### src/rtl/tuner_ctrl.sv
// rtl/tuner_ctrl.sv - FM tuning controller producing the DDS phase-increment word K
// Optional key auto-repeat is built when TUNER_AUTOREPEAT_EN is defined.
module tuner_ctrl #(
    parameter int          WIDTH_DDS    = 32,
    parameter int          WIDTH_CH     = 8,
    parameter int          N_CHAN       = 206,
    parameter int unsigned K_MIN        = 32'd1565873493,
    parameter int unsigned K_STEP       = 32'd1789570,
    parameter int          RESET_CHAN   = 125,
    parameter int          DEBOUNCE     = 240000,
    parameter int          REPEAT_DELAY = 12000000,
    parameter int          REPEAT_RATE  = 2400000
) (
    input  logic                 clk,
    input  logic                 reset_n,
    input  logic                 key_up_n,
    input  logic                 key_down_n,
    input  logic                 preset_load,
    input  logic [WIDTH_CH-1:0]  preset_ch,
    output logic [WIDTH_DDS-1:0] K,
    output logic [WIDTH_CH-1:0]  chan,
    output logic                 k_update,
    output logic                 busy
);

    localparam int CNT_MAX0 = (DEBOUNCE > REPEAT_DELAY) ? DEBOUNCE : REPEAT_DELAY;
    localparam int CNT_MAX  = (CNT_MAX0 > REPEAT_RATE) ? CNT_MAX0 : REPEAT_RATE;
    localparam int CNT_W    = $clog2(CNT_MAX + 1);
    localparam int BC_W     = $clog2(WIDTH_CH + 1);

    localparam logic [WIDTH_DDS-1:0] LP_K_MIN  = WIDTH_DDS'(K_MIN);
    localparam logic [WIDTH_DDS-1:0] LP_K_STEP = WIDTH_DDS'(K_STEP);
    localparam logic [WIDTH_DDS-1:0] LP_K_TOP  = WIDTH_DDS'(K_MIN + K_STEP * (N_CHAN - 1));
    localparam logic [WIDTH_DDS-1:0] LP_K_RST  = WIDTH_DDS'(K_MIN + K_STEP * RESET_CHAN);
    localparam logic [WIDTH_DDS-1:0] LP_MCAND0 = LP_K_STEP << (WIDTH_CH - 1);
    localparam logic [WIDTH_CH-1:0]  LP_CH_TOP = WIDTH_CH'(N_CHAN - 1);
    localparam logic [WIDTH_CH-1:0]  LP_CH_RST = WIDTH_CH'(RESET_CHAN);
    localparam logic [WIDTH_CH-1:0]  LP_CH_ONE = WIDTH_CH'(1);
    localparam logic [CNT_W-1:0]     LP_CNT_ONE = CNT_W'(1);
    localparam logic [CNT_W-1:0]     LP_DB_LAST = CNT_W'(DEBOUNCE - 1);
    localparam logic [BC_W-1:0]      LP_BIT_LAST = BC_W'(WIDTH_CH - 1);

    // index 0 = up key, index 1 = down key; all key signals are active-high "pressed"
    logic [1:0] w_press_raw;
    logic [1:0] w_deb;
    logic [1:0] w_evt;

    assign w_press_raw = {~key_down_n, ~key_up_n};

    for (genvar g = 0; g < 2; g++) begin : g_key
        logic [1:0]       r_sync;
        logic             r_deb;
        logic             r_evt;
        logic [CNT_W-1:0] r_db_cnt;

        always_ff @(posedge clk or negedge reset_n) begin
            if (!reset_n) begin
                r_sync   <= 2'b00;
                r_deb    <= 1'b0;
                r_evt    <= 1'b0;
                r_db_cnt <= '0;
            end else begin
                r_sync <= {r_sync[0], w_press_raw[g]};
                r_evt  <= 1'b0;
                if (r_sync[1] == r_deb) begin
                    r_db_cnt <= '0;
                end else if (r_db_cnt == LP_DB_LAST) begin
                    r_db_cnt <= '0;
                    r_deb    <= r_sync[1];
                    r_evt    <= r_sync[1];
                end else begin
                    r_db_cnt <= r_db_cnt + LP_CNT_ONE;
                end
            end
        end

`ifdef TUNER_AUTOREPEAT_EN
        localparam logic [CNT_W-1:0] LP_DLY_LAST  = CNT_W'(REPEAT_DELAY - 1);
        localparam logic [CNT_W-1:0] LP_RATE_LAST = CNT_W'(REPEAT_RATE - 1);
        logic [CNT_W-1:0] r_rep_cnt;
        logic             r_rep_run;
        logic             r_rep_evt;

        // first repeat after the long delay, then at the faster rate until release
        always_ff @(posedge clk or negedge reset_n) begin
            if (!reset_n) begin
                r_rep_cnt <= '0;
                r_rep_run <= 1'b0;
                r_rep_evt <= 1'b0;
            end else begin
                r_rep_evt <= 1'b0;
                if (!r_deb) begin
                    r_rep_cnt <= '0;
                    r_rep_run <= 1'b0;
                end else if (r_rep_cnt == (r_rep_run ? LP_RATE_LAST : LP_DLY_LAST)) begin
                    r_rep_cnt <= '0;
                    r_rep_run <= 1'b1;
                    r_rep_evt <= 1'b1;
                end else begin
                    r_rep_cnt <= r_rep_cnt + LP_CNT_ONE;
                end
            end
        end

        assign w_evt[g] = r_evt | r_rep_evt;
`else
        assign w_evt[g] = r_evt;
`endif
        assign w_deb[g] = r_deb;
    end

    // a key only steps while the opposite key is released
    logic w_step_up;
    logic w_step_dn;
    logic [WIDTH_CH-1:0] w_ch_clamp;

    assign w_step_up  = w_evt[0] & ~w_deb[1];
    assign w_step_dn  = w_evt[1] & ~w_deb[0];
    assign w_ch_clamp = (preset_ch > LP_CH_TOP) ? LP_CH_TOP : preset_ch;

    typedef enum logic [1:0] {S_IDLE, S_CALC, S_UPDATE} state_t;

    state_t               r_state;
    logic [WIDTH_DDS-1:0] r_acc;
    logic [WIDTH_DDS-1:0] r_mcand;
    logic [WIDTH_CH-1:0]  r_mplier;
    logic [WIDTH_CH-1:0]  r_ch_tgt;
    logic [BC_W-1:0]      r_bit;

    always_ff @(posedge clk or negedge reset_n) begin
        if (!reset_n) begin
            r_state  <= S_IDLE;
            K        <= LP_K_RST;
            chan     <= LP_CH_RST;
            k_update <= 1'b0;
            busy     <= 1'b0;
            r_acc    <= '0;
            r_mcand  <= '0;
            r_mplier <= '0;
            r_ch_tgt <= '0;
            r_bit    <= '0;
        end else begin
            k_update <= 1'b0;
            case (r_state)
                S_IDLE: begin
                    if (preset_load) begin
                        r_state  <= S_CALC;
                        busy     <= 1'b1;
                        r_acc    <= LP_K_MIN;
                        r_mcand  <= LP_MCAND0;
                        r_mplier <= w_ch_clamp;
                        r_ch_tgt <= w_ch_clamp;
                        r_bit    <= '0;
                    end else if (w_step_up) begin
                        k_update <= 1'b1;
                        if (chan == LP_CH_TOP) begin
                            chan <= '0;
                            K    <= LP_K_MIN;
                        end else begin
                            chan <= chan + LP_CH_ONE;
                            K    <= K + LP_K_STEP;
                        end
                    end else if (w_step_dn) begin
                        k_update <= 1'b1;
                        if (chan == '0) begin
                            chan <= LP_CH_TOP;
                            K    <= LP_K_TOP;
                        end else begin
                            chan <= chan - LP_CH_ONE;
                            K    <= K - LP_K_STEP;
                        end
                    end
                end
                // MSB-first: the addend starts at K_STEP scaled by the top bit weight
                S_CALC: begin
                    if (r_mplier[WIDTH_CH-1]) begin
                        r_acc <= r_acc + r_mcand;
                    end
                    r_mplier <= r_mplier << 1;
                    r_mcand  <= r_mcand >> 1;
                    r_bit    <= r_bit + BC_W'(1);
                    if (r_bit == LP_BIT_LAST) begin
                        r_state <= S_UPDATE;
                    end
                end
                S_UPDATE: begin
                    K        <= r_acc;
                    chan     <= r_ch_tgt;
                    k_update <= 1'b1;
                    busy     <= 1'b0;
                    r_state  <= S_IDLE;
                end
                default: begin
                    r_state <= S_IDLE;
                    busy    <= 1'b0;
                end
            endcase
        end
    end

endmodule

### config.mk
export PLATFORM = sky130hd
export DESIGN_NAME = tuner_ctrl
export DESIGN_NICKNAME = d
export VERILOG_FILES = /design/src/rtl/tuner_ctrl.sv
export SDC_FILE = /design/constraint.sdc
export NUM_CORES = 1
export LEC_CHECK = 0
export ABC_AREA = 1
export BUFFER_PORTS_ARGS = -buffer_cell sky130_fd_sc_hd__clkbuf_2
export CAP_MARGIN = 20
export CORE_UTILIZATION = 50
export CTS_BUF_LIST = sky130_fd_sc_hd__clkbuf_16
export DETAILED_ROUTE_END_ITERATION = 8
export HOLD_SLACK_MARGIN = 0.1
export PLACE_DENSITY = 0.78
export SLEW_MARGIN = 40
export SYNTH_ARGS = -nofsm -noshare
export SYNTH_HDL_FRONTEND = slang
export SYNTH_SLANG_ARGS = --single-unit
### constraint.sdc
create_clock -name clk -period 4.1 [get_ports clk]
set_clock_uncertainty 0.2 [all_clocks]
set_input_delay 0.82 -clock clk [delete_from_list [all_inputs] [get_ports clk]]
set_output_delay 0.82 -clock clk [all_outputs]
set_load 0.02 [all_outputs]
# Yosys cells after proc, flatten, opt, wreduce, memory -nomap -nowiden
# Index checks and enable logic that the tools add are counted.
[word_totals]
latch_bits = 0
ff_bits = 184
out_inout_bits = 42
wordCells = 100
n_memories = 0
romBits = 0
mem_bits_rw = 0
[classes]
reduce_logical = 12
magnitude_cmp = 1
addsub = 8
n_eq_ne = 13
n_mul = 0
div_mod_pow = 0
muxes = 39
n_bitwise = 9
n_shift = 0
[op_table]
columns = ["op", "count"]
rows = [
  ["$mux 32", 8],
  ["$pmux 32 s2", 3],
  ["$mux 24", 4],
  ["$mux 8", 7],
  ["$add 24x1->24 const B", 2],
  ["$eq 24x18->1 const B", 2],
  ["$add 32x21->32 const B", 1],
  ["$add 32x32->32", 1],
  ["$pmux 8 s2", 2],
  ["$sub 32x21->32 const B", 1],
  ["$reduce_and 2->1", 6],
  ["$add 8x1->8 const B", 1],
  ["$eq 8x8->1 const B", 1],
  ["$gt 8x8->1 const B", 1],
  ["$logic_not 8->1", 1],
  ["$mux 1", 8],
  ["$ne 2x2->1 const B", 4],
  ["$pmux 4 s2", 1],
  ["$sub 8x1->8 const B", 1],
  ["$not 1->1", 7],
  ["$reduce_and 3->1", 2],
  ["$add 4x1->4 const B", 1],
  ["$eq 4x3->1 const B", 1],
  ["$mux 2", 2],
  ["other kinds (10)", 14],
]

# Longest topological paths before layout
[logic_depth]
word_depth = 6
depth_mapped = 14
ltp_nobuf = 14

# Worst setup path after synthesis
# OpenSTA, ideal clock, no wires.
[synth_timing]
path_kind = "register -> register"
startpoint = "register chan[0]"
endpoint = "register K[20]"
slack_ns = 2.020
synth_period_minus_slack_ns = 2.080
setup_ns = 0.125
arrival_time_ns = 1.756
t_required_ns = 3.775
n_path_buf = 1
path_stages_with_launch = 12
path_cell_list = "dfstp_2 inv_1 ha_1 inv_1 nor2_1 nand2_1 nor2_1 nor2_4 buf_4 nand3_1 nand3_1 nand3_1"
[synth_between]
elab_chain_len = 6
[synth_lines]
columns = ["element", "line", "text"]
rows = [
  ["start: declaration", "21", "output logic [WIDTH_CH-1:0] chan,"],
  ["start signal: assignment", "160", "chan <= chan + LP_CH_ONE;"],
  ["start signal: assignment", "169", "chan <= chan - LP_CH_ONE;"],
  ["start signal: assignment", "188", "chan <= r_ch_tgt;"],
  ["$logic_not 8->1", "165", "if (chan == '0) begin"],
  ["$mux 32", "165", ""],
  ["$mux 32", "163", "end else if (w_step_dn) begin"],
  ["$mux 32 *", "154", "end else if (w_step_up) begin"],
  ["$mux 32 *", "146", "if (preset_load) begin"],
  ["$pmux 32 s2 *", "144", "case (r_state)"],
  ["end signal: assignment", "161", "K <= K + LP_K_STEP;"],
  ["end signal: assignment", "170", "K <= K - LP_K_STEP;"],
  ["end signal: assignment", "187", "K <= r_acc;"],
  ["end: declaration", "20", "output logic [WIDTH_DDS-1:0] K,"],
]
# Every way passes the cells marked *; elsewhere a longest branch is shown, timed or not. The select of a mux whose other input is x is not followed.
# A chain may end at the register's enable or synchronous reset.

# Worst setup path after layout
[layout_timing]
startpoint = "register chan[0]"
endpoint = "register K[13]"
# The elaborated chain is that of the path after synthesis.

==> flow_summary.ini <==
[critical_path]
crit_type = flop to flop
required_ns = 4.25
max_stage_delay_ns = 0.59
setup.worst_path.end_class = flop
timing.critical_path.from_type = flop
timing.critical_path.cells = ha_1, inv_1, nor2_1, nand3_1, nand2_1, inv_2, nand3_1, nand2_1, o21ai_0, o21ai_0
cp_max_fo = 17
crit_arrival_ns = 3.10
critical-path-slowest-cell = sky130_fd_sc_hd__dfstp_2

[logic_synthesis]
synth_enable_flop_cells = 0
synth_sequential_area_ratio_pct = 35.7
synth.avg_cell_area_sq_um = 6.74
synth_warnings = 0
synth_async_sr_flop_share_pct = 100
postSynthRegisterBits = 180
synthDistinctLibCells = 56
synth_top_flop_cell = sky130_fd_sc_hd__dfrtp_1
syn_inst = 1886
postSynthNetCount = 1936
synth_area_sq_um = 12700

[clocking]
cts_tree = yes
postCtsSetupRepairBufs = 0
cts_buffers = 17
htreeDepth = 4
cts_sinks = 180
clk_root_buffer_cell = sky130_fd_sc_hd__clkbuf_16
clockBufferDepth = 2
hold_buffers = 0
clk_lat_worst_skew_ns = 0.46
cts_resized = 0
worst_setup_hold_path_clk_slew_ns = 0.08

[sta]
slew_headroom_pct = 50.9
timing.final.crit_share_pct = 71.9
rsz0062_at_grt = no
period_needed_ns = 2.95
hold-worst-slack_ns = 0.159
fmax_mhz = 339
hold_viol_final = 0
final_report_setup_violation_count = 0
tns_ns = 0
tightestPinTransition_ns = 0.737
slew_violations = 0

[floorplanning]
initial_utilization_pct = 51.7
ioPinCount = 55
chipWidth_microns = 161
placeableCoreArea_sq_um = 24600
dieHeight_microns = 161
die_area_sq_um = 26100
rows = 57

[placement]
gp_congestion = 0.979
placedInstanceArea_sq_um = 13200
hpwl_microns = 29200
buffer_ports.inserted = 54

[layout]
layout.cells.most_common_list = sky130_fd_sc_hd__nand2_1 (504), sky130_fd_sc_hd__inv_1 (239), sky130_fd_sc_hd__nor2_1 (219), sky130_fd_sc_hd__nand3_1 (169), sky130_fd_sc_hd__dfrtp_1 (156)
fillers = 2397
multiInputGateArea_sq_um = 6960
mostFrequentLayoutCell = sky130_fd_sc_hd__nand2_1
seq_area_sq_um = 4530
design.final.nets = 1972
post_route_cells_drive_above_1_share_pct = 9.41
synth_to_final_area_change_pct = 9.04
design_area_sq_um = 13900
antennaDiodeCount = 0

[pwr]
pwr_density_cell_nw_per_um2 = 770
static_power_due_to_leakage_nw = 6.76
maximum_vdd_ir_drop_uv = 287

[global_routing]
first_global_vias = 12200
grt_overflow = 0
groute.usage.overall_pct = 30.6
grt_start_max_net_pins = 93
grt_pass1_wl_microns = 63100
number_of_antenna_violations_at_the_first_check_in_global_routing = 0

[routing]
routedWlPerCell_microns = 17.2
drt_drc_violations_left = 0
dr.first_iter.drc_count = 1416
vias_per_cell = 5.69
dr.pass1.iters = 5
ant_nets = 0
drt-total-wl_microns = 38800
vias = 12900

[min_path]
type_of_the_most_critical_hold_path = flop to flop

[outcome]
status = completed

[job]
max-cap-violations = 0
-- cell type report --
class | instances | area share (%)
multi-input cells | 1402 | 50.2
flip-flops and latches | 180 | 32.7
inverters | 260 | 7.06
well taps | 324 | 2.92
clock inverters | 15 | 1.55
clock buffers | 17 | 3.07
repair buffers | 61 | 2.49
-- cell usage after synthesis, drive strengths merged (4+ instances only) --
cell type / count / share of area, %
clkbuf: 14 / 0.41
a21boi: 5 / 0.30
nor2: 232 / 7.2
dfstp: 24 / 5.0
o21ai: 135 / 5.4
ha: 36 / 3.5
nand3: 174 / 7.0
dfrtp: 156 / 31
o221ai: 10 / 0.69
or2: 7 / 0.34
nand2: 519 / 16
o211ai: 13 / 0.77
o22ai: 27 / 1.3
xor2: 34 / 2.3
a31oi: 4 / 0.20
buf: 30 / 1.5
a21oi: 81 / 3.2
nor3: 41 / 1.9
nand4: 36 / 1.8
xnor2: 12 / 0.83
nor4: 9 / 0.44
inv: 259 / 7.7
-- report_power, final --
group / internal, W / switching, W
combinational: 0.00179 / 0.00395
sequential: 0.00241 / 0.000755
clock: 0.000858 / 0.000911
-- kinds of logic (layout without fill, tap and decap cells) --
| kind of cell | after synthesis | count (layout) | synth area share (%) |
|---|---|---|---|
| and+or+nand+nor | 1028 | 1028 | 35.0 |
| buffers and inverters | 304 | 353 | 9.60 |
| xor gates and xnor gates | 46 | 46 | 3.17 |
| DFF | 180 | 180 | 35.7 |
| AOI/OAI and AO/OA | 290 | 290 | 12.8 |
| adders and majority gates | 37 | 37 | 3.70 |
| muxes | 1 | 1 | 0.0886 |
-- metal layers --
metal / vias to the layer above / track usage (%) / part of all wire, %
met2: 554 / 49.8 / 46
li1: 6230 / - / -
met5: - / 0 / 0
met4: 0 / 11.7 / 3.1
met3: 91 / 3.95 / 7.3
met1: 5985 / 41.6 / 44
-- path summary, 6_finish.rpt --
path	startpoint	to	slack, ns	depth (start not counted)
min reg2reg	g_key[1].r_sync[0]$_DFF_PN0_	g_key[1].r_sync[1]$_DFF_PN0_	0.16	0
max reg2reg	chan[0]$_DFFE_PN1P_	K[13]$_DFFE_PN1P_	1.15	10
min in group asynchronous	reset_n	g_key[1].r_db_cnt[15]$_DFF_PN0_	0.17	1
min	g_key[1].r_sync[0]$_DFF_PN0_	g_key[1].r_sync[1]$_DFF_PN0_	0.16	0
max	chan[0]$_DFFE_PN1P_	K[13]$_DFFE_PN1P_	1.15	10
max in group asynchronous	reset_n	K[3]$_DFFE_PN1P_	2.64	2
-- sequential cells by signal, indices dropped and copies added, names as in the netlist, 8 cells and up --
signal / flops
K: 32
chan: 8
g_key.r_db_cnt: 48
r_acc: 32
r_ch_tgt: 8
r_mcand: 28
r_mplier: 8
-- through the flow --
stage	std cells	utilization [%]	setup WS, ns	power [W]
5_1_grt	2259	56.3	1.05	0.0115
6_report	2259	56.3	1.15	0.0107
4_1_cts	2259	56.3	1.21	0.0106
3_3_place_gp	2227	53.7	1.40	0.00869
2_1_floorplan	1886	-	2.02	0.00707
3_5_place_dp	2227	53.7	1.30	0.00876
-- worst max-delay path, delay by kind of cell (launching register included) --
kind	cells	cell delay, ns
and+or+nand+nor	5	1.13
DFF	1	0.59
buffers and inverters	2	0.41
AOI/OAI and AO/OA	2	0.33
adders and majority gates	1	0.17
(Power assumes the default switching activity.)
